File: src/rtl/uart_cmd_pkg.sv
// uart_cmd_pkg: command codes, responses, FSM states and status bit map shared by the command handler.
package uart_cmd_pkg;
  localparam logic [7:0] CMD_WR_DELAY   = 8'h64;
  localparam logic [7:0] CMD_WR_WIDTH   = 8'h77;
  localparam logic [7:0] CMD_WR_PULSES  = 8'h6E;
  localparam logic [7:0] CMD_WR_SPACING = 8'h73;
  localparam logic [7:0] CMD_RD_DELAY   = 8'h44;
  localparam logic [7:0] CMD_RD_WIDTH   = 8'h57;
  localparam logic [7:0] CMD_RD_PULSES  = 8'h4E;
  localparam logic [7:0] CMD_RD_SPACING = 8'h53;
  localparam logic [7:0] CMD_ARM        = 8'h61;
  localparam logic [7:0] CMD_DISARM     = 8'h78;
  localparam logic [7:0] CMD_FIRE       = 8'h67;
  localparam logic [7:0] CMD_STATUS     = 8'h71;
  localparam logic [7:0] RSP_ACK        = 8'h6B;
  localparam logic [7:0] RSP_NAK        = 8'h3F;
  typedef enum logic [2:0] {S_IDLE, S_PAYLOAD, S_RESP, S_READ, S_TX_WAIT} state_e;
  localparam int ST_PULSE_EN = 0;
  localparam int ST_TIMEOUT  = 1;
  localparam int ST_OVERRUN  = 2;
endpackage

File: src/rtl/uart_resp_tx.sv
// uart_resp_tx: serialises a 1-4 byte response MSB first under the transmitter busy handshake.
module uart_resp_tx
  import uart_cmd_pkg::*;
(
  input  logic        clk,
  input  logic        rst_n,
  input  logic        start_i,
  input  logic [31:0] data_i,
  input  logic [2:0]  count_i,
  input  logic        tx_busy_i,
  output logic [7:0]  tx_data_o,
  output logic        tx_en_o,
  output logic        busy_o
);
  state_e      st_q, st_d;
  logic [31:0] sh_q, sh_d;
  logic [2:0]  cnt_q, cnt_d;
  logic [7:0]  tx_data_q, tx_data_d;
  logic        tx_en_q, tx_en_d;
  always_comb begin
    st_d      = st_q;
    sh_d      = sh_q;
    cnt_d     = cnt_q;
    tx_data_d = tx_data_q;
    tx_en_d   = 1'b0;
    case (st_q)
      S_IDLE: if (start_i) begin
        sh_d  = data_i << {3'd4 - count_i, 3'b0};
        cnt_d = count_i;
        st_d  = (count_i == 3'd1) ? S_RESP : S_READ;
      end
      S_RESP, S_READ: if (!tx_busy_i) begin
        tx_en_d   = 1'b1;
        tx_data_d = sh_q[31:24];
        sh_d      = sh_q << 8;
        cnt_d     = cnt_q - 1'b1;
        st_d      = S_TX_WAIT;
      end
      // busy only rises the cycle after tx_en, so skip one cycle before looking at it
      S_TX_WAIT: st_d = (cnt_q == 3'd0) ? S_IDLE : S_READ;
      default: st_d = S_IDLE;
    endcase
  end
  always_ff @(posedge clk or negedge rst_n)
    if (!rst_n) begin
      st_q      <= S_IDLE;
      sh_q      <= '0;
      cnt_q     <= '0;
      tx_data_q <= '0;
      tx_en_q   <= 1'b0;
    end else begin
      st_q      <= st_d;
      sh_q      <= sh_d;
      cnt_q     <= cnt_d;
      tx_data_q <= tx_data_d;
      tx_en_q   <= tx_en_d;
    end
  assign tx_data_o = tx_data_q;
  assign tx_en_o   = tx_en_q;
  assign busy_o    = st_q != S_IDLE;
endmodule

File: src/rtl/uart_cmd_handler.sv
// uart_cmd_handler: decodes UART command bytes into glitch configuration, arm/fire control and responses.
module uart_cmd_handler
  import uart_cmd_pkg::*;
#(
  parameter int DELAY_W        = 16,
  parameter int WIDTH_W        = 8,
  parameter int PULSES_W       = 8,
  parameter int SPACING_W      = 16,
  parameter int TIMEOUT_CYCLES = 500000
) (
  input  logic                 clk,
  input  logic                 rst_n,
  input  logic [7:0]           rx_data_i,
  input  logic                 rx_valid_i,
  output logic [7:0]           tx_data_o,
  output logic                 tx_en_o,
  input  logic                 tx_busy_i,
  output logic [DELAY_W-1:0]   delay_o,
  output logic [WIDTH_W-1:0]   width_o,
  output logic [PULSES_W-1:0]  num_pulses_o,
  output logic [SPACING_W-1:0] pulse_spacing_o,
  output logic                 pulse_en_o,
  output logic                 trigger_o
);
  localparam int TMO_W = $clog2(TIMEOUT_CYCLES + 1);
  localparam logic [2:0] DELAY_B   = 3'(DELAY_W / 8);
  localparam logic [2:0] WIDTH_B   = 3'(WIDTH_W / 8);
  localparam logic [2:0] PULSES_B  = 3'(PULSES_W / 8);
  localparam logic [2:0] SPACING_B = 3'(SPACING_W / 8);
  localparam logic [TMO_W-1:0] TMO_LAST = TMO_W'(TIMEOUT_CYCLES - 1);
  localparam logic [TMO_W-1:0] TMO_MAX  = '1;
  state_e               state_q, state_d;
  logic [1:0]           tgt_q, tgt_d;
  logic [2:0]           cnt_q, cnt_d;
  logic [23:0]          pay_q, pay_d;
  logic [TMO_W-1:0]     tmo_q, tmo_d;
  logic [DELAY_W-1:0]   delay_q, delay_d;
  logic [WIDTH_W-1:0]   width_q, width_d;
  logic [PULSES_W-1:0]  pulses_q, pulses_d;
  logic [SPACING_W-1:0] spacing_q, spacing_d;
  logic                 pulse_en_q, pulse_en_d;
  logic                 trigger_q, trigger_d;
  logic                 ovr_q, ovr_d;
  logic                 tflag_q, tflag_d;
  logic                 start, ser_busy;
  logic [31:0]          rsp_data, wr_word;
  logic [2:0]           rsp_cnt;
  logic [7:0]           status;
  assign wr_word = {pay_q, rx_data_i};
  always_comb begin
    status              = '0;
    status[ST_PULSE_EN] = pulse_en_q;
    status[ST_TIMEOUT]  = tflag_q;
    status[ST_OVERRUN]  = ovr_q;
  end
  always_comb begin
    state_d    = state_q;
    tgt_d      = tgt_q;
    cnt_d      = cnt_q;
    pay_d      = pay_q;
    tmo_d      = '0;
    delay_d    = delay_q;
    width_d    = width_q;
    pulses_d   = pulses_q;
    spacing_d  = spacing_q;
    pulse_en_d = pulse_en_q;
    trigger_d  = 1'b0;
    ovr_d      = ovr_q;
    tflag_d    = tflag_q;
    start      = 1'b0;
    rsp_data   = {24'd0, RSP_NAK};
    rsp_cnt    = 3'd1;
    case (state_q)
      S_IDLE: if (rx_valid_i) begin
        if (ser_busy) ovr_d = 1'b1;
        else begin
          start = 1'b1;
          case (rx_data_i)
            CMD_WR_DELAY:   begin start = 1'b0; tgt_d = 2'd0; cnt_d = DELAY_B;   state_d = S_PAYLOAD; end
            CMD_WR_WIDTH:   begin start = 1'b0; tgt_d = 2'd1; cnt_d = WIDTH_B;   state_d = S_PAYLOAD; end
            CMD_WR_PULSES:  begin start = 1'b0; tgt_d = 2'd2; cnt_d = PULSES_B;  state_d = S_PAYLOAD; end
            CMD_WR_SPACING: begin start = 1'b0; tgt_d = 2'd3; cnt_d = SPACING_B; state_d = S_PAYLOAD; end
            CMD_RD_DELAY:   begin rsp_data = 32'(delay_q);   rsp_cnt = DELAY_B;   end
            CMD_RD_WIDTH:   begin rsp_data = 32'(width_q);   rsp_cnt = WIDTH_B;   end
            CMD_RD_PULSES:  begin rsp_data = 32'(pulses_q);  rsp_cnt = PULSES_B;  end
            CMD_RD_SPACING: begin rsp_data = 32'(spacing_q); rsp_cnt = SPACING_B; end
            CMD_ARM:        begin pulse_en_d = 1'b1; rsp_data = {24'd0, RSP_ACK}; end
            CMD_DISARM:     begin pulse_en_d = 1'b0; rsp_data = {24'd0, RSP_ACK}; end
            CMD_FIRE: begin
              trigger_d = pulse_en_q;
              rsp_data  = {24'd0, pulse_en_q ? RSP_ACK : RSP_NAK};
            end
            CMD_STATUS: begin rsp_data = {24'd0, status}; ovr_d = 1'b0; tflag_d = 1'b0; end
            default: ;
          endcase
        end
      end
      S_PAYLOAD: if (rx_valid_i) begin
        pay_d = wr_word[23:0];
        cnt_d = cnt_q - 1'b1;
        if (cnt_q == 3'd1) begin
          delay_d   = (tgt_q == 2'd0) ? DELAY_W'(wr_word)   : delay_q;
          width_d   = (tgt_q == 2'd1) ? WIDTH_W'(wr_word)   : width_q;
          pulses_d  = (tgt_q == 2'd2) ? PULSES_W'(wr_word)  : pulses_q;
          spacing_d = (tgt_q == 2'd3) ? SPACING_W'(wr_word) : spacing_q;
          start     = 1'b1;
          rsp_data  = {24'd0, RSP_ACK};
          state_d   = S_IDLE;
        end
      end else if (tmo_q == TMO_LAST) begin
        tflag_d = 1'b1;
        start   = 1'b1;
        state_d = S_IDLE;
      end else tmo_d = (tmo_q == TMO_MAX) ? tmo_q : tmo_q + 1'b1;
      default: state_d = S_IDLE;
    endcase
  end
  always_ff @(posedge clk or negedge rst_n)
    if (!rst_n) begin
      state_q    <= S_IDLE;
      tgt_q      <= '0;
      cnt_q      <= '0;
      pay_q      <= '0;
      tmo_q      <= '0;
      delay_q    <= '0;
      width_q    <= '0;
      pulses_q   <= '0;
      spacing_q  <= '0;
      pulse_en_q <= 1'b0;
      trigger_q  <= 1'b0;
      ovr_q      <= 1'b0;
      tflag_q    <= 1'b0;
    end else begin
      state_q    <= state_d;
      tgt_q      <= tgt_d;
      cnt_q      <= cnt_d;
      pay_q      <= pay_d;
      tmo_q      <= tmo_d;
      delay_q    <= delay_d;
      width_q    <= width_d;
      pulses_q   <= pulses_d;
      spacing_q  <= spacing_d;
      pulse_en_q <= pulse_en_d;
      trigger_q  <= trigger_d;
      ovr_q      <= ovr_d;
      tflag_q    <= tflag_d;
    end
  uart_resp_tx u_resp_tx (
    .clk      (clk),
    .rst_n    (rst_n),
    .start_i  (start),
    .data_i   (rsp_data),
    .count_i  (rsp_cnt),
    .tx_busy_i(tx_busy_i),
    .tx_data_o(tx_data_o),
    .tx_en_o  (tx_en_o),
    .busy_o   (ser_busy)
  );
  assign delay_o         = delay_q;
  assign width_o         = width_q;
  assign num_pulses_o    = pulses_q;
  assign pulse_spacing_o = spacing_q;
  assign pulse_en_o      = pulse_en_q;
  assign trigger_o       = trigger_q;
endmodule

File: config.mk
export PLATFORM = sky130hd
export DESIGN_NAME = uart_cmd_handler
export DESIGN_NICKNAME = d
export VERILOG_FILES = /design/src/rtl/uart_cmd_pkg.sv /design/src/rtl/uart_resp_tx.sv /design/src/rtl/uart_cmd_handler.sv
export SDC_FILE = /design/constraint.sdc
export NUM_CORES = 1
export LEC_CHECK = 0
export CAP_MARGIN = 5
export CELL_PAD_IN_SITES_DETAIL_PLACEMENT = 1
export CELL_PAD_IN_SITES_GLOBAL_PLACEMENT = 2
export CORE_ASPECT_RATIO = 1.5
export CORE_MARGIN = 4
export CORE_UTILIZATION = 30
export DETAILED_ROUTE_END_ITERATION = 8
export GPL_TIMING_DRIVEN = 0
export PLACE_DENSITY = 0.72
export SETUP_SLACK_MARGIN = 0.1
export SLEW_MARGIN = 25
export SYNTH_ARGS = -nofsm -noshare
export SYNTH_HDL_FRONTEND = slang
export SYNTH_SLANG_ARGS = --single-unit
File: constraint.sdc
create_clock -name clk -period 5.65 [get_ports clk]
set_clock_uncertainty 0.15 [all_clocks]
set_input_delay 1.4125 -clock clk [delete_from_list [all_inputs] [get_ports clk]]
set_output_delay 1.4125 -clock clk [all_outputs]
set_load 0.005 [all_outputs]
==> results summary, run 1 <==
The flow ran to the end, and the final reports show no timing, DRC or antenna violations. The longest individual stage delay on the worst path came out at 630 ps. In the final layout, the share of cells above drive strength 1 is 21.4%. The clock passes through at most 2 buffers.

The setup violation total in the final timing report is 0. The top-level port count came out at 71. The deepest level of the CTS H-tree came out at 4.

The initial utilization of the core area, before any placement, comes to 30.5%. The CTS clock-pin slew for the worst setup and hold paths came out at 60 ps. Yosys printed 0 warnings. The number of antenna violations at the first check in global routing is 0. The number of routed nets with antenna violations came out at 0.

The area enclosed by the die boundary is 0.0217 mm². The root buffer cell is clkbuf_16. The total of flip-flops plus latches after synthesis came out at 118. The met3 usage in global routing is 3.97%.

The number of cell instances on the worst register-to-register path is 6. The later pin in the worst-skew pair is clocked with a latency of 420 ps. The average footprint of a synthesized cell came out at 11.0 µm².

The number of max-slew violations in the final report came out at 0. IR analysis of the VDD net gives a maximum drop of 158 µV. The number of core rows is 62. The number of nets handed over by synthesis was 545. TritonCTS built the clock tree. The setup path with the least slack is of type input pin to register. The total vias in the final route is 4538.

Dividing total power by cell area gives a power density of 406 mW/mm². The final-stage net count is 632. The signal arrival time at the worst endpoint is 3860 ps. The part of the Yosys area used for sequential elements came out at 50.8%. The part of the cycle the worst path needs came out at 65.9%. The number of flops mapped to enable cells by yosys came out at 0.

For this run, design rule violations remaining after detail routing come to 0. The number of instances in the synthesized netlist is 528. Measured against its own limit, the worst slew margin works out to 41.5%. Dividing the detail-routed wire length by the instance count gives 19.0 µm. Among all flip-flop cells after synthesis, the most frequent one is dfrtp_1. The slew at the pin closest to its max-slew limit is 874 ps. The total overflow left after global routing is 0. Setup repair after global routing left no endpoint under its margin. Buffers placed on the I/O ports in this run total 67. The worst path setup slack after routing is 1930 ps. The fraction of registers with async set or reset after synthesis is 100%. The setup TNS after final layout is 0 ps. The library cells used most frequently in the layout, excluding fill and tap cells, are dfrtp_1, clkdlybuf4s50_1, mux2_2. The global routing usage summed across all routing layers came out at 16.4%. The worst path needs 3720 ps of the cycle, external delays included. Traced cell by cell, the critical path runs through clkdlybuf4s50_1 -> buf_2 -> nand3b_4 -> nor4_4 -> o21a_1 -> buf_4 -> nor2_2 -> a222oi_1 -> a21oi_1. For this run, the detailed router's first-pass iteration total came to 5. The core outline area is 0.0191 mm².

The share of total power dissipated in the clock network is 36.8%. Dividing the detail-routed via count by the number of cells gives 5.14. The switching fraction of total power is 30.7%.

The worst setup path is launched from an input pin. The post-placement setup slack is 1530 ps. Based on the critical path, the design can be clocked at up to 269 MHz. The post-synthesis instance area is 0.00582 mm². The synthesis-to-layout area growth came out at 28.0%. After detailed placement, the design holds a cell count of 852.

Entering global routing, the biggest net connects 80 pins. Of the total power, combinational logic draws 25.1%. The wire length of the first global-routing pass came out at 27500 µm.

The cell-internal power is 2100 µW. The worst hold path cell count came out at 2. The chip height came out at 179 µm. Leaving out fill and tap cells, the most frequent cell in the layout is dfrtp_1. The number of setup buffers added after CTS came out at 0. In the global route stage, met2 resource usage came out at 29.2%. Of all nets on the critical path, the largest fanout is 10. The count of final hold-check violations is 0. Summing internal, switching and leakage power gives 3020 µW. In this run, post-CTS repair resized a total of 0 instances. The largest individual stage delay along the critical path comes from the cell nor4_4. The number of inserted diodes came out at 0. The last weighted congestion value of the routability-driven placer is 0.796. The number of buffers created by CTS came out at 17.

The count of different cell masters after synthesis came out at 66. The part of the total power dissipated in sequential elements is 38.1%. The most used routing layer in global routing is met2. In this run the static leakage power is 0.00310 µW.

The clock net in this run drives a total of 118 sinks. The final instance count without filler cells is 883. After legalization and detailed placement, the total HPWL measured 12300 µm. The count of max-cap constraint violations came out at 0. In this run the power spent charging and discharging nets is 928 µW. The overall routed net length is 16700 µm. The global routing met1 resource utilization is 19.3%. The endpoint required time on the critical path is 5790 ps. The cts-stage hold buffer count is 0. The kind of end point of the critical path is a register. The number of global-route vias before repair is 5042.

The class of the most critical hold timing path is register to register. The violation count after the first detailed-routing iteration came out at 175. The die is 122 µm wide.
power groups by stage:
stage	Combinational (µW)	Clock (µW)	Sequential [µW]
after floorplan	465	0	1130
after global placement	742	0	1160
after detailed placement	770	0	1170
after CTS	774	1140	1150
after global routing	852	1180	1180
final	760	1110	1150
metrics by stage:
step / hold WS (ps) / util [%] / cell area, µm²
CTS: 334 / 39.0 / 7450
finish: 326 / 39.0 / 7450
global route: 374 / 39.0 / 7450
floorplan: 298 / - / 5820
detailed placement: 322 / 35.8 / 6840
global placement: 314 / 35.7 / 6810
critical path: cells and delay by family:
family                 cells  cell delay, ps
buffers and inverters      3             930
and+or+nand+nor            3             850
AOI/OAI and AO/OA          3             650
area by class of cell:
type / count / area, µm²
repair buffers: 68 / 703
multi-input cells: 370 / 2660
clock inverters: 11 / 150
clock buffers: 20 / 457
inverters: 13 / 48.8
flip-flops and latches: 118 / 2950
fillers: 2137 / 11600
well taps: 256 / 320
plain buffers: 27 / 154
logic make-up (layout without fill, tap and decap cells):
family          after synthesis  count (layout)  share of synthesized area [%]
fa+ha+maj                     5               5                           1.08
flops                       118             118                           50.8
buf+inv                      40             139                           3.49
compound gates              111             111                           13.2
xor+xnor                     13              13                           1.96
mux                          68              68                           13.0
simple gates                173             173                           16.5
Yosys cell counts (3+ instances only):
library cell	n	area (µm²)
o21ai_1	3	15.0
a22oi_1	11	82.6
mux2i_1	9	90.1
xnor2_1	8	70.1
clkbuf_1	6	22.5
ha_1	5	62.6
nor2_2	3	18.8
o221ai_1	4	35.0
buf_6	3	33.8
a31oi_1	5	31.3
inv_1	13	48.8
o21ai_0	19	95.1
a22o_1	6	52.6
nor3b_2	3	37.5
nor2_1	53	199
nor3_1	12	60.1
nor3b_1	3	22.5
nand2b_1	5	31.3
a21oi_1	32	160
xor2_1	5	43.8
and3_1	6	37.5
a41oi_1	3	26.3
nor4b_1	4	35.0
o211ai_1	3	22.5
mux2_2	59	664
nor2b_1	3	18.8
nand4_1	4	25.0
o22a_1	4	35.0
nand3_1	18	90.1
a222oi_1	4	40.0
buf_2	15	75.1
dfrtp_1	118	2950
nand2_1	35	131
buf_4	3	22.5
and2_1	3	18.8
routing by layer:
metal,share of wire [%],wire length [µm]
met1,42,7050
met2,53,8820
met3,3.3,557
met4,1.9,325
met5,0,0
final timing paths:
| check | start | slack [ps] | endpoint |
|---|---|---|---|
| max | rx_data_i[4] | 1930 | u_resp_tx.sh_q[27] |
| min | cnt_q[1] | 330 | cnt_q[1] |
| max reg2reg | u_resp_tx.st_q[1] | 2840 | u_resp_tx.sh_q[27] |
| min reg2reg | cnt_q[1] | 330 | cnt_q[1] |
| max in group asynchronous | rst_n | 3930 | pay_q[6] |
| min in group asynchronous | rst_n | 720 | tmo_q[4] |
state kept, by name, summed over array words and instances (netlist names):
register / count
u_resp_tx.tx_en_o: 1
cnt_q: 3
u_resp_tx.sh_q: 18
pay_q: 8
tmo_q: 19
delay_o: 16
tgt_q: 2
trigger_o: 1
ovr_q: 1
state_q: 1
u_resp_tx.tx_data_o: 8
width_o: 8
pulse_en_o: 1
num_pulses_o: 8
u_resp_tx.st_q: 3
tflag_q: 1
pulse_spacing_o: 16
u_resp_tx.cnt_q: 3
(Power assumes the default switching activity.)
==> run 2: changes to the inputs <==
--- a/config.mk
+++ b/config.mk
@@ -13,7 +13,7 @@
 export CORE_UTILIZATION = 30
 export DETAILED_ROUTE_END_ITERATION = 8
 export GPL_TIMING_DRIVEN = 0
-export PLACE_DENSITY = 0.72
+export PLACE_DENSITY = 0.75
 export SETUP_SLACK_MARGIN = 0.1
 export SLEW_MARGIN = 25
 export SYNTH_ARGS = -nofsm -noshare
==> constraint.sdc (replaced) <==
create_clock -name clk -period 3.3 [get_ports clk]
set_clock_uncertainty 0.15 [all_clocks]
set_input_delay 0.825 -clock clk [delete_from_list [all_inputs] [get_ports clk]]
set_output_delay 0.825 -clock clk [all_outputs]
set_load 0.005 [all_outputs]
==> results summary, run 2 (synthesis gave the netlist of run 1 again) <==
The run finished with clean final reports. The cts-stage hold buffer count came to 0 (unchanged). The flop-to-flop setup slack came out at 510 ps (-2330 ps). The half-perimeter wire length after placement is 12400 µm (+0.65%). The number of detailed-routing iterations run before antenna repair came out at 4 (-1). The deepest level of the CTS H-tree is 4 (unchanged). The count of final hold-check violations came to 0 (unchanged). The worst setup path is of the input pin to register kind. The relative slew slack is 43.0% (+1.5 points). After detailed routing, no signal wire sits above met4. The number of max-slew violations in the final report is 0 (unchanged). The total of buffers placed on input and output ports came out at 67 (unchanged). The CTS clock-pin slew for the worst setup and hold paths is 60 ps (about the same). The worst flop-to-flop path startpoint is u_resp_tx.st_q[1]. The overall routed net length is 17000 µm (+1.6%).

The pin count of the biggest net entering global routing is 78 (-2.5%). The number of global-route vias before repair is 5029 (-0.26%). The average via count per standard cell came to 5.15 (+0.24%).

In the layout the commonest cells are dfrtp_1, clkdlybuf4s50_1, mux2_2. The leakage power summed over all cells was 0.00314 µW (+1.1%). The area of all placed cells without fillers is 0.00749 mm² (+0.60%). The routed design could run at a clock period as short as 3150 ps. The setup violation total in the final timing report is 0 (unchanged).

The slew at the pin closest to its max-slew limit is 852 ps (-21.9 ps). The global routing usage summed across all routing layers came to 16.6% (+0.20 points). The count of max-cap constraint violations is 0 (unchanged). The most critical setup path has its startpoint at rx_data_i[5]. The number of buffers between clock root and the deepest sink is 2 (unchanged). STA classifies the critical path endpoint as a register. The root buffer cell is clkbuf_16. The wire length of the first global-routing pass came out at 27800 µm (+1.3%). The met1 wire length came to 7300 µm (+3.6%).

In the finished design, the share of the clock period the worst path needs comes to 95.6%. The number of routed nets with antenna violations came to 0 (unchanged). The number of flip-flops in the largest register came out at 19 (unchanged). The met2 wire length was 8840 µm (+0.25%).

The number of buffers created by CTS came out at 17 (unchanged). The post-place instance area is 0.00684 mm² (unchanged). The filler cell count is 2144 (+0.33%).

The endpoint required time on the critical path is 3440 ps (-2350 ps). The power per cell area is 703 mW/mm² (+73%). The overall die width is 122 µm (unchanged).

The effective utilization at floorplan was 30.5% (unchanged). The core outline area is 0.0191 mm² (unchanged). The total vias in the final route is 4559 (+0.46%).

The last weighted congestion value of the routability-driven placer is 0.781 (-1.9%). The largest voltage drop on the vdd net came out at 285 µV (+81%). The total clock sinks came out at 118 (unchanged). The top-level port count came to 71 (unchanged). The final worst hold slack is 132 ps (-194 ps).

The number of antenna violations at the first check in global routing is 0 (unchanged). The library cell used most frequently in the layout, excluding fill and tap cells, is dfrtp_1. The capture instance of the worst register-to-register path is u_resp_tx.sh_q[29].

The number of inserted diodes is 0 (unchanged). The worst setup path is launched from an input pin. The class of the most critical hold timing path is input pin to asynchronous set/reset pin.

The violation count after the first detailed-routing iteration came out at 233 (+33%). The number of core rows is 62 (unchanged). The utilization after layout is 39.3% (+0.24 points). The critical path ends at u_resp_tx.sh_q[29]. The clock latency on the worst-skew pair came out at 430 ps (about the same). Static timing analysis puts the maximum clock frequency at 317 MHz.

Setup repair after global routing left no endpoint under its margin. In the final layout, the registers with the most flip-flops are tmo_q x19, u_resp_tx.sh_q x18. The CTS tree is yes. The final routed wire length divided by cell count came out at 19.2 µm (+1.4%). The signal arrival time at the worst endpoint is 3300 ps (-560 ps). tmo_q holds more flip-flops than any other register. The number of remaining DRC errors is 0 (unchanged). The residual overflow from global routing is 0 (unchanged).

The synthesis-to-layout area growth is 28.8%. The biggest fanout along the worst timing path came out at 6 (-4). The area enclosed by the die boundary came out at 0.0217 mm² (unchanged). The chip height is 179 µm (unchanged).

The final-stage net count is 633 (+0.16%). The total length of routed met3 wires came to 528 µm (-5.2%). The share of final-layout standard cells stronger than drive strength 1 is 21.6% (+0.25 points). The number of cell instances on the worst register-to-register path came out at 6 (unchanged).
## run 2: worst min path at each step
stage                            from                 end  slack [ps]
finish                          rst_n           tmo_q[16]         130
global route                    rst_n           tmo_q[16]         150
CTS                             rst_n           tmo_q[16]         140
detailed placement  u_resp_tx.sh_q[7]  u_resp_tx.sh_q[15]         320
global placement    u_resp_tx.sh_q[7]  u_resp_tx.sh_q[15]         310
floorplan           u_resp_tx.sh_q[7]  u_resp_tx.sh_q[15]         300
## run 2: routing by layer
metal  track usage (%)  up-vias
met5                 0        -
met4              6.36        0
met3              3.27       31
met2              28.7       89
met1              20.3     2331
li1                  -     2108
## run 2: per-stage QoR
step	power (µW)	cells	setup WS [ps]	setup TNS, ps
after floorplan	2730	528	780	0
after global placement	3240	851	-3430	-404480
after detailed placement	3310	852	-314	-2460
after CTS	5330	884	129	0
after global routing	5570	885	91.5	0
final	5270	885	145	0
## run 2: worst max-delay path, cell delays in order
cell	delay, ps
clkdlybuf4s50_1	660
nor3b_4	420
o211ai_2	160
a211oi_4	350
o221ai_1	300
a222oi_1	440
a21oi_1	120
## run 2: timing repair
action,4_1_cts,5_1_grt
setup endpoints to repair,0,5
buffers inserted,0,1
resized for setup,0,2
## run 2: power by group
part	leakage [µW]	switching, µW	internal [µW]
clock	0.000305	721	1270
combinational	0.00128	694	614
sequential	0.00155	218	1750
## run 2: final cells by class
cell class                      instances  area (µm²)  share of cell area, %
Multi-Input combinational cell        370        2680                   35.7
Tap cell                              256         320                   4.28
Timing Repair Buffer                   69         711                   9.49
Clock buffer                           18         429                   5.73
Buffer                                 27         154                   2.05
Inverter                               13        48.8                  0.651
Clock inverter                         14         199                   2.66
Sequential cell                       118        2950                   39.4
